File: src/rtl/reorder_buffer_if.sv
// Purpose: bundles the reorder buffer's issue, writeback, lookup, commit and flush signals.
// Ports: slave modport = ROB side (issue/wb/search ids in; full, ids, search data, commit, clear out).
//        master modport = environment side (decoder, CDB, regfile), directions mirrored.
interface reorder_buffer_if #(
  parameter int ROB_WIDTH = 3
);
  // issue stage
  logic                 issue_valid;
  logic [1:0]           issue_type;
  logic [4:0]           issue_rd;
  logic                 issue_ready;
  logic [31:0]          issue_val;
  logic                 full;
  logic [ROB_WIDTH-1:0] issue_rob_id;
  // common data bus writeback
  logic                 wb_valid;
  logic [ROB_WIDTH-1:0] wb_rob_id;
  logic [31:0]          wb_val;
  logic                 wb_mispred;
  logic [31:0]          wb_target;
  // regfile dependency lookups
  logic [ROB_WIDTH-1:0] search_rob_id_1;
  logic [ROB_WIDTH-1:0] search_rob_id_2;
  logic                 search_ready_1;
  logic                 search_ready_2;
  logic [31:0]          search_val_1;
  logic [31:0]          search_val_2;
  // retirement and flush
  logic [4:0]           commit_reg_id;
  logic [31:0]          commit_val;
  logic [ROB_WIDTH-1:0] commit_rob_id;
  logic                 commit_store;
  logic                 clear;
  logic [31:0]          clear_pc;

  modport slave (
    input  issue_valid, issue_type, issue_rd, issue_ready, issue_val,
    input  wb_valid, wb_rob_id, wb_val, wb_mispred, wb_target,
    input  search_rob_id_1, search_rob_id_2,
    output full, issue_rob_id,
    output search_ready_1, search_ready_2, search_val_1, search_val_2,
    output commit_reg_id, commit_val, commit_rob_id, commit_store, clear, clear_pc
  );

  modport master (
    output issue_valid, issue_type, issue_rd, issue_ready, issue_val,
    output wb_valid, wb_rob_id, wb_val, wb_mispred, wb_target,
    output search_rob_id_1, search_rob_id_2,
    input  full, issue_rob_id,
    input  search_ready_1, search_ready_2, search_val_1, search_val_2,
    input  commit_reg_id, commit_val, commit_rob_id, commit_store, clear, clear_pc
  );
endinterface

File: src/rtl/reorder_buffer.sv
// Purpose: circular in-order-retire reorder buffer; allocates at tail, captures CDB results, retires at head.
// Latency: issue/writeback land on the next edge; a ready head retires on the following edge (registered commit).
// Backpressure: full blocks issue (decoder holds); rdy_in=0 freezes all state; mispredicted retire flushes.
// Ports: clk_in, rst_n_in (async, active-low), rdy_in (stall), rob_if (slave modport of reorder_buffer_if).
module reorder_buffer #(
  parameter int ROB_WIDTH = 3
) (
  input  logic              clk_in,
  input  logic              rst_n_in,
  input  logic              rdy_in,
  reorder_buffer_if.slave   rob_if
);

  localparam int DEPTH = 1 << ROB_WIDTH;

  typedef enum logic [1:0] {
    T_REG    = 2'd0,
    T_STORE  = 2'd1,
    T_BRANCH = 2'd2,
    T_JUMP   = 2'd3
  } rob_type_e;

  typedef struct packed {
    logic        busy;
    logic        ready;
    logic        mispred;
    rob_type_e   typ;
    logic [4:0]  rd;
    logic [31:0] val;
    logic [31:0] target;
  } rob_entry_t;

  rob_entry_t           r_ent [DEPTH];
  logic [ROB_WIDTH-1:0] r_head;
  logic [ROB_WIDTH-1:0] r_tail;
  logic [ROB_WIDTH:0]   r_count;

  logic [4:0]           r_commit_reg_id;
  logic [31:0]          r_commit_val;
  logic [ROB_WIDTH-1:0] r_commit_rob_id;
  logic                 r_commit_store;
  logic                 r_clear;
  logic [31:0]          r_clear_pc;

  rob_entry_t w_head_ent;
  logic       w_full;
  logic       w_commit;
  logic       w_flush;
  logic       w_issue;
  logic       w_wb;

  // All decisions use state at cycle start: a writeback this cycle cannot
  // retire this cycle, and a full buffer rejects issue even if head retires.
  assign w_head_ent = r_ent[r_head];
  assign w_full     = (r_count == (ROB_WIDTH+1)'(DEPTH));
  assign w_commit   = w_head_ent.busy && w_head_ent.ready;
  assign w_flush    = w_commit && w_head_ent.mispred &&
                      (w_head_ent.typ == T_BRANCH || w_head_ent.typ == T_JUMP);
  assign w_issue    = rob_if.issue_valid && !w_full;
  assign w_wb       = rob_if.wb_valid && r_ent[rob_if.wb_rob_id].busy;

  // Entry storage. Issue targets a non-busy slot and writeback only busy
  // ones, so the two never collide; a flush drops both.
  always_ff @(posedge clk_in or negedge rst_n_in) begin
    if (!rst_n_in) begin
      for (int i = 0; i < DEPTH; i++) r_ent[i] <= '0;
    end else if (rdy_in) begin
      if (w_flush) begin
        // ready/val survive the flush, only ownership is dropped
        for (int i = 0; i < DEPTH; i++) r_ent[i].busy <= 1'b0;
      end else begin
        if (w_wb) begin
          r_ent[rob_if.wb_rob_id].ready   <= 1'b1;
          r_ent[rob_if.wb_rob_id].val     <= rob_if.wb_val;
          r_ent[rob_if.wb_rob_id].mispred <= rob_if.wb_mispred;
          r_ent[rob_if.wb_rob_id].target  <= rob_if.wb_target;
        end
        if (w_commit) r_ent[r_head].busy <= 1'b0;
        if (w_issue) begin
          r_ent[r_tail].busy    <= 1'b1;
          r_ent[r_tail].ready   <= rob_if.issue_ready;
          r_ent[r_tail].mispred <= 1'b0;
          r_ent[r_tail].typ     <= rob_type_e'(rob_if.issue_type);
          r_ent[r_tail].rd      <= rob_if.issue_rd;
          r_ent[r_tail].val     <= rob_if.issue_val;
          r_ent[r_tail].target  <= r_ent[r_tail].target;
        end
      end
    end
  end

  // Head/tail wrap naturally at DEPTH; count disambiguates full from empty.
  always_ff @(posedge clk_in or negedge rst_n_in) begin
    if (!rst_n_in) begin
      r_head  <= '0;
      r_tail  <= '0;
      r_count <= '0;
    end else if (rdy_in) begin
      if (w_flush) begin
        r_head  <= '0;
        r_tail  <= '0;
        r_count <= '0;
      end else begin
        if (w_commit) r_head <= r_head + 1'b1;
        if (w_issue)  r_tail <= r_tail + 1'b1;
        case ({w_issue, w_commit})
          2'b10:   r_count <= r_count + 1'b1;
          2'b01:   r_count <= r_count - 1'b1;
          default: r_count <= r_count;
        endcase
      end
    end
  end

  // Registered retire port. commit_val/commit_rob_id and clear_pc hold
  // between events; the pulse-style fields return to zero when idle.
  always_ff @(posedge clk_in or negedge rst_n_in) begin
    if (!rst_n_in) begin
      r_commit_reg_id <= '0;
      r_commit_val    <= '0;
      r_commit_rob_id <= '0;
      r_commit_store  <= 1'b0;
      r_clear         <= 1'b0;
      r_clear_pc      <= '0;
    end else if (rdy_in) begin
      if (w_commit) begin
        r_commit_rob_id <= r_head;
        r_commit_val    <= w_head_ent.val;
        r_commit_reg_id <= (w_head_ent.typ == T_REG || w_head_ent.typ == T_JUMP) ?
                           w_head_ent.rd : 5'd0;
        r_commit_store  <= (w_head_ent.typ == T_STORE);
      end else begin
        r_commit_reg_id <= '0;
        r_commit_store  <= 1'b0;
      end
      r_clear <= w_flush;
      if (w_flush) r_clear_pc <= w_head_ent.target;
    end
  end

  assign rob_if.full           = w_full;
  assign rob_if.issue_rob_id   = r_tail;
  // Lookups read stored entry state only; no forwarding from the CDB.
  assign rob_if.search_ready_1 = r_ent[rob_if.search_rob_id_1].ready;
  assign rob_if.search_val_1   = r_ent[rob_if.search_rob_id_1].val;
  assign rob_if.search_ready_2 = r_ent[rob_if.search_rob_id_2].ready;
  assign rob_if.search_val_2   = r_ent[rob_if.search_rob_id_2].val;
  assign rob_if.commit_reg_id  = r_commit_reg_id;
  assign rob_if.commit_val     = r_commit_val;
  assign rob_if.commit_rob_id  = r_commit_rob_id;
  assign rob_if.commit_store   = r_commit_store;
  assign rob_if.clear          = r_clear;
  assign rob_if.clear_pc       = r_clear_pc;

endmodule

File: src/flat_wrapper.sv
// flat-port wrapper written by rule: the top's interface ports become plain ports
module reorder_buffer_flat 
#(
  parameter int ROB_WIDTH = 3
)
  (clk_in, rst_n_in, rdy_in, rob_if_issue_valid, rob_if_issue_type, rob_if_issue_rd, rob_if_issue_ready, rob_if_issue_val, rob_if_wb_valid, rob_if_wb_rob_id, rob_if_wb_val, rob_if_wb_mispred, rob_if_wb_target, rob_if_search_rob_id_1, rob_if_search_rob_id_2, rob_if_full, rob_if_issue_rob_id, rob_if_search_ready_1, rob_if_search_ready_2, rob_if_search_val_1, rob_if_search_val_2, rob_if_commit_reg_id, rob_if_commit_val, rob_if_commit_rob_id, rob_if_commit_store, rob_if_clear, rob_if_clear_pc);
  reorder_buffer_if #(.ROB_WIDTH(ROB_WIDTH)) rob_if_i ();
  input  logic clk_in;
  input  logic rst_n_in;
  input  logic rdy_in;
  input wire logic [$bits(rob_if_i.issue_valid)-1:0] rob_if_issue_valid;
  input wire logic [$bits(rob_if_i.issue_type)-1:0] rob_if_issue_type;
  input wire logic [$bits(rob_if_i.issue_rd)-1:0] rob_if_issue_rd;
  input wire logic [$bits(rob_if_i.issue_ready)-1:0] rob_if_issue_ready;
  input wire logic [$bits(rob_if_i.issue_val)-1:0] rob_if_issue_val;
  input wire logic [$bits(rob_if_i.wb_valid)-1:0] rob_if_wb_valid;
  input wire logic [$bits(rob_if_i.wb_rob_id)-1:0] rob_if_wb_rob_id;
  input wire logic [$bits(rob_if_i.wb_val)-1:0] rob_if_wb_val;
  input wire logic [$bits(rob_if_i.wb_mispred)-1:0] rob_if_wb_mispred;
  input wire logic [$bits(rob_if_i.wb_target)-1:0] rob_if_wb_target;
  input wire logic [$bits(rob_if_i.search_rob_id_1)-1:0] rob_if_search_rob_id_1;
  input wire logic [$bits(rob_if_i.search_rob_id_2)-1:0] rob_if_search_rob_id_2;
  output wire logic [$bits(rob_if_i.full)-1:0] rob_if_full;
  output wire logic [$bits(rob_if_i.issue_rob_id)-1:0] rob_if_issue_rob_id;
  output wire logic [$bits(rob_if_i.search_ready_1)-1:0] rob_if_search_ready_1;
  output wire logic [$bits(rob_if_i.search_ready_2)-1:0] rob_if_search_ready_2;
  output wire logic [$bits(rob_if_i.search_val_1)-1:0] rob_if_search_val_1;
  output wire logic [$bits(rob_if_i.search_val_2)-1:0] rob_if_search_val_2;
  output wire logic [$bits(rob_if_i.commit_reg_id)-1:0] rob_if_commit_reg_id;
  output wire logic [$bits(rob_if_i.commit_val)-1:0] rob_if_commit_val;
  output wire logic [$bits(rob_if_i.commit_rob_id)-1:0] rob_if_commit_rob_id;
  output wire logic [$bits(rob_if_i.commit_store)-1:0] rob_if_commit_store;
  output wire logic [$bits(rob_if_i.clear)-1:0] rob_if_clear;
  output wire logic [$bits(rob_if_i.clear_pc)-1:0] rob_if_clear_pc;
  assign rob_if_i.issue_valid = rob_if_issue_valid;
  assign rob_if_i.issue_type = rob_if_issue_type;
  assign rob_if_i.issue_rd = rob_if_issue_rd;
  assign rob_if_i.issue_ready = rob_if_issue_ready;
  assign rob_if_i.issue_val = rob_if_issue_val;
  assign rob_if_i.wb_valid = rob_if_wb_valid;
  assign rob_if_i.wb_rob_id = rob_if_wb_rob_id;
  assign rob_if_i.wb_val = rob_if_wb_val;
  assign rob_if_i.wb_mispred = rob_if_wb_mispred;
  assign rob_if_i.wb_target = rob_if_wb_target;
  assign rob_if_i.search_rob_id_1 = rob_if_search_rob_id_1;
  assign rob_if_i.search_rob_id_2 = rob_if_search_rob_id_2;
  assign rob_if_full = rob_if_i.full;
  assign rob_if_issue_rob_id = rob_if_i.issue_rob_id;
  assign rob_if_search_ready_1 = rob_if_i.search_ready_1;
  assign rob_if_search_ready_2 = rob_if_i.search_ready_2;
  assign rob_if_search_val_1 = rob_if_i.search_val_1;
  assign rob_if_search_val_2 = rob_if_i.search_val_2;
  assign rob_if_commit_reg_id = rob_if_i.commit_reg_id;
  assign rob_if_commit_val = rob_if_i.commit_val;
  assign rob_if_commit_rob_id = rob_if_i.commit_rob_id;
  assign rob_if_commit_store = rob_if_i.commit_store;
  assign rob_if_clear = rob_if_i.clear;
  assign rob_if_clear_pc = rob_if_i.clear_pc;
  reorder_buffer #(.ROB_WIDTH(ROB_WIDTH)) u_core (.clk_in(clk_in), .rst_n_in(rst_n_in), .rdy_in(rdy_in), .rob_if(rob_if_i));
endmodule
File: config.mk
export PLATFORM = sky130hd
export DESIGN_NAME = reorder_buffer_flat
export DESIGN_NICKNAME = d
export VERILOG_FILES = /design/src/rtl/reorder_buffer_if.sv /design/src/rtl/reorder_buffer.sv /design/src/flat_wrapper.sv
export SDC_FILE = /design/constraint.sdc
export NUM_CORES = 2
export LEC_CHECK = 0
export ABC_AREA = 1
export CELL_PAD_IN_SITES_DETAIL_PLACEMENT = 1
export CELL_PAD_IN_SITES_GLOBAL_PLACEMENT = 1
export CORE_ASPECT_RATIO = 0.75
export CORE_MARGIN = 4
export CORE_UTILIZATION = 40
export DETAILED_ROUTE_END_ITERATION = 12
export PLACE_DENSITY = 0.81
export SLEW_MARGIN = 10
export SYNTH_ARGS = -nofsm -noshare
export SYNTH_HDL_FRONTEND = slang
export SYNTH_SLANG_ARGS = --single-unit
export TNS_END_PERCENT = 10
File: constraint.sdc
create_clock -name clk_in -period 4.1 [get_ports clk_in]
set_clock_uncertainty 0.2 [all_clocks]
set_input_delay 0.615 -clock clk_in [delete_from_list [all_inputs] [get_ports clk_in]]
set_output_delay 0.615 -clock clk_in [all_outputs]
set_load 0.005 [all_outputs]
==> summary.txt <==
Synth
  • Post-synth cell types: 46
  • Post-Syn Nets: 6592
  • Synth Register Bits: 676
  • Sequential fraction of the synthesis area: 0.3914
  • Synth Cell Area: 43220 µm²
  • Synth Flop Type: dfrtp_1
  • Syn. warnings: 0
  • Post-synth EDFFs: 0
  • FFs w/ async S/R, synth: 1.000
  • Synth Area per Inst: 6.684 µm²
  • Synth Instances: 6466

Detailed routing
  • DR vias: 52140
  • Pre-antenna DRT Iters: 6
  • Iteration-0 DRC Markers: 7588
  • Max Used Layer: met5
  • Metal1 wirelength: 88760 µm
  • Via density: 6.537
  • Met2 wire length: 94110 µm
  • Routed len/inst: 28.85 µm
  • Final ANT Viol Nets: 0
  • Drt drc: 0
  • WL met3: 33090 µm
  • Post-Route WL: 230100 µm

Power and ir drop
  • Power density cells: 730.0 nW/µm²
  • Clock power share: 0.197
  • Pint: 19.12 mW
  • Sequential power share: 0.329
  • Logic pwr share: 0.474
  • Max VDD drop: 474.3 µV
  • Switching Fraction: 0.4816
  • Total Power: 36.88 mW
  • Leakage: 23.46 nW
  • Switching pwr: 17.76 mW

Clocking
  • CTS H-tree lvls: 3
  • Clock Path Buffers: 3
  • Reg clk slew, reported paths: 0.06 ns
  • TritonCTS clock tree: yes
  • Skew-Pair Late Insertion Delay: 0.68 ns
  • Root Buffer: clkbuf_16
  • TritonCTS Buffers: 78
  • TritonCTS Sinks: 676

STA
  • Unrepaired setup endpoints after global routing: yes
  • Min Clock Period, post-route: 4.004 ns
  • Final setup margin: 0.09551 ns
  • Tightest Pin Transition: 1.309 ns
  • Final hold vios: 0
  • Fin. max-slew vios: 0
  • Final worst-path cycle share: 0.9767
  • Hold WS: 0.2796 ns
  • Setup TNS: 0 ns
  • Fmax: 249.7 MHz
  • Setup-failing EPs final: 0
  • Relative slew margins: 0.1272

Hold path
  • Hold Path Class: flop to flop

Placed design
  • Cell Count Post-Placement: 7819
  • DPL Wire Length: 138200 µm
  • # port buffers: 262
  • Dpl ws: 0.08209 ns
  • Placer Congestion: 0.9456

Job
  • Max cap viols: 0

Floorplan
  • Rows: 104
  • Die area: 113400 µm²
  • Chip height: 292.7 µm
  • DIE WIDTH: 387.6 µm
  • Core area: 107200 µm²
  • Initial Util: 0.4031
  • I/O pin total: 263

Cells and area
  • Area delta synth->final: 16.89%
  • Layout cell share with drive strength beyond 1: 0.06808
  • Nets: 6603
  • Post-route insts no fill: 7976

Global routing
  • Largest net degree at the start of global routing: 138
  • First-pass GRT wire length: 338700 µm
  • Number of global-route vias before repair: 51970
  • Overflow after GRT: 0
  • Initial antenna violation count: 13
  • Total global-route track usage: 0.3898

Setup path
  • Crit-path max FO: 31
  • Crit Path Category: flop to flop
  • Critical path capture point type: flop
  • Arrival @ worst endpoint: 4.37 ns
  • Startpoint types: flop
  • Required time of the worst setup path: 4.47 ns

Status
  • Status: complete, no violations
-- worst max-delay path, stage by stage (launching register included) --
cell	delay, ns
dfrtp_1	0.47
inv_2	0.21
buf_4	0.19
nor2_4	0.08
a22o_1	0.21
a221oi_1	0.20
nand2_1	0.14
ha_1	0.21
nor2_1	0.20
a21oi_1	0.10
nand4_2	0.19
buf_4	0.19
nand3_1	0.12
inv_2	0.88
nand2_1	0.11
nand2_1	0.10
nor2_1	0.04
-- layout by cell type (no fill, tap or decap), drive strengths merged, types with 2 or more instances in the layout --
master and count:
clkdlybuf4s50 256, nand4 158, a21boi 2, or2 15, a22oi 32, a22o 9, o22a 2, a211oi 10
buf 235, a221oi 78, nand3b 2, ha 7, a21oi 299, o22ai 157, o2bb2ai 6, o21ai 523
a31oi 74, clkinv 21, diode 9, inv 511, o21a 12, o211ai 71, o2111ai 17, o41ai 20
nand2 2270, clkbuf 128, nor3 7, o31ai 4, dfrtp 676, nand3 713, nor2 215
-- Yosys cell counts (20+ instances only) --
cell type     n  area share
a21oi_1     299       0.035
o211ai_1     71       0.012
o21ai_0     499       0.058
inv_1       496       0.043
clkbuf_1    316       0.027
nor2_1      197       0.017
clkbuf_2     34      0.0039
o41ai_1      20      0.0041
a221oi_1     78       0.016
dfrtp_1     676        0.39
nand4_1     157       0.023
buf_2       172       0.020
buf_1        35      0.0030
a22oi_1      32      0.0056
nand2_1    2265        0.20
a31oi_1      74       0.011
nand3_1     712       0.082
o22ai_1     157       0.023
-- logic make-up after synthesis --
kind of cell,share of synthesized area
flops,0.3914
fa+ha+maj,0.002026
buf+inv,0.1011
mux,0.0002316
compound gates,0.1787
simple gates,0.3261
xor+xnor,0.0004054
-- power by group through the flow --
stage               Clock [mW]  Combinational [mW]  Sequential (mW)
floorplan                    0                9.85             11.2
global placement             0                16.0             11.9
detailed placement           0                16.6             12.0
CTS                       7.27                16.8             11.9
global route              7.57                18.7             12.4
finish                    7.26                17.5             12.1
-- final timing paths --
check | start | end | slack [ns] | cells after the start
setup / recovery | u_core.r_head[0]$_DFFE_PN0P_ | u_core.r_ent[105]$_DFFE_PN0P_ | 0.1 | 16
hold / removal | u_core.rob_if.clear$_DFFE_PN0P_ | u_core.rob_if.clear$_DFFE_PN0P_ | 0.28 | 2
setup reg to reg | u_core.r_head[0]$_DFFE_PN0P_ | u_core.r_ent[105]$_DFFE_PN0P_ | 0.1 | 16
hold reg to reg | u_core.rob_if.clear$_DFFE_PN0P_ | u_core.rob_if.clear$_DFFE_PN0P_ | 0.28 | 2
max in group asynchronous | rst_n_in | u_core.r_ent[149]$_DFFE_PN0P_ | 2.16 | 3
min in group asynchronous | rst_n_in | u_core.rob_if.clear_pc[27]$_DFFE_PN0P_ | 0.30 | 2
-- stage by stage --
stage	instance area [µm²]	utilization
global route	50500	0.4710
CTS	50400	0.4700
detailed placement	47850	0.4463
global placement	47850	0.4463
floorplan	43220	-
finish	50520	0.4712
-- state kept, by name, indices dropped and copies added, names as in the netlist --
name,cells
u_core.r_count,4
u_core.r_ent,592
u_core.r_head,3
u_core.rob_if.clear,1
u_core.rob_if.clear_pc,32
u_core.rob_if.commit_reg_id,5
u_core.rob_if.commit_rob_id,3
u_core.rob_if.commit_store,1
u_core.rob_if.commit_val,32
u_core.rob_if.issue_rob_id,3
-- per-layer routing --
metal | vias up | GRT usage
met5 | - | 0
met2 | 3981 | 0.5569
li1 | 21500 | -
met4 | 10 | 0.2040
met3 | 1005 | 0.1334
met1 | 25640 | 0.5209
-- what timing repair did --
item | 4_1_cts | 5_1_grt
hold buffers | 1 | 0
hold endpoints to repair | 48 | 0
buffers inserted | 0 | 5
gates resized for setup | 0 | 11
endpoints found under the setup margin | 0 | 171
-- final cells by class --
class / instances / area, µm²
Fill cell: 13680 / 56700
Tap cell: 1431 / 1790
Antenna cell: 9 / 22.52
Timing Repair Buffer: 492 / 5084
Clock inverter: 11 / 106.4
Multi-Input combinational cell: 4707 / 22200
Clock buffer: 128 / 2432
Sequential cell: 676 / 16920
Inverter: 522 / 1967
Power figures use the tool's default switching activity.
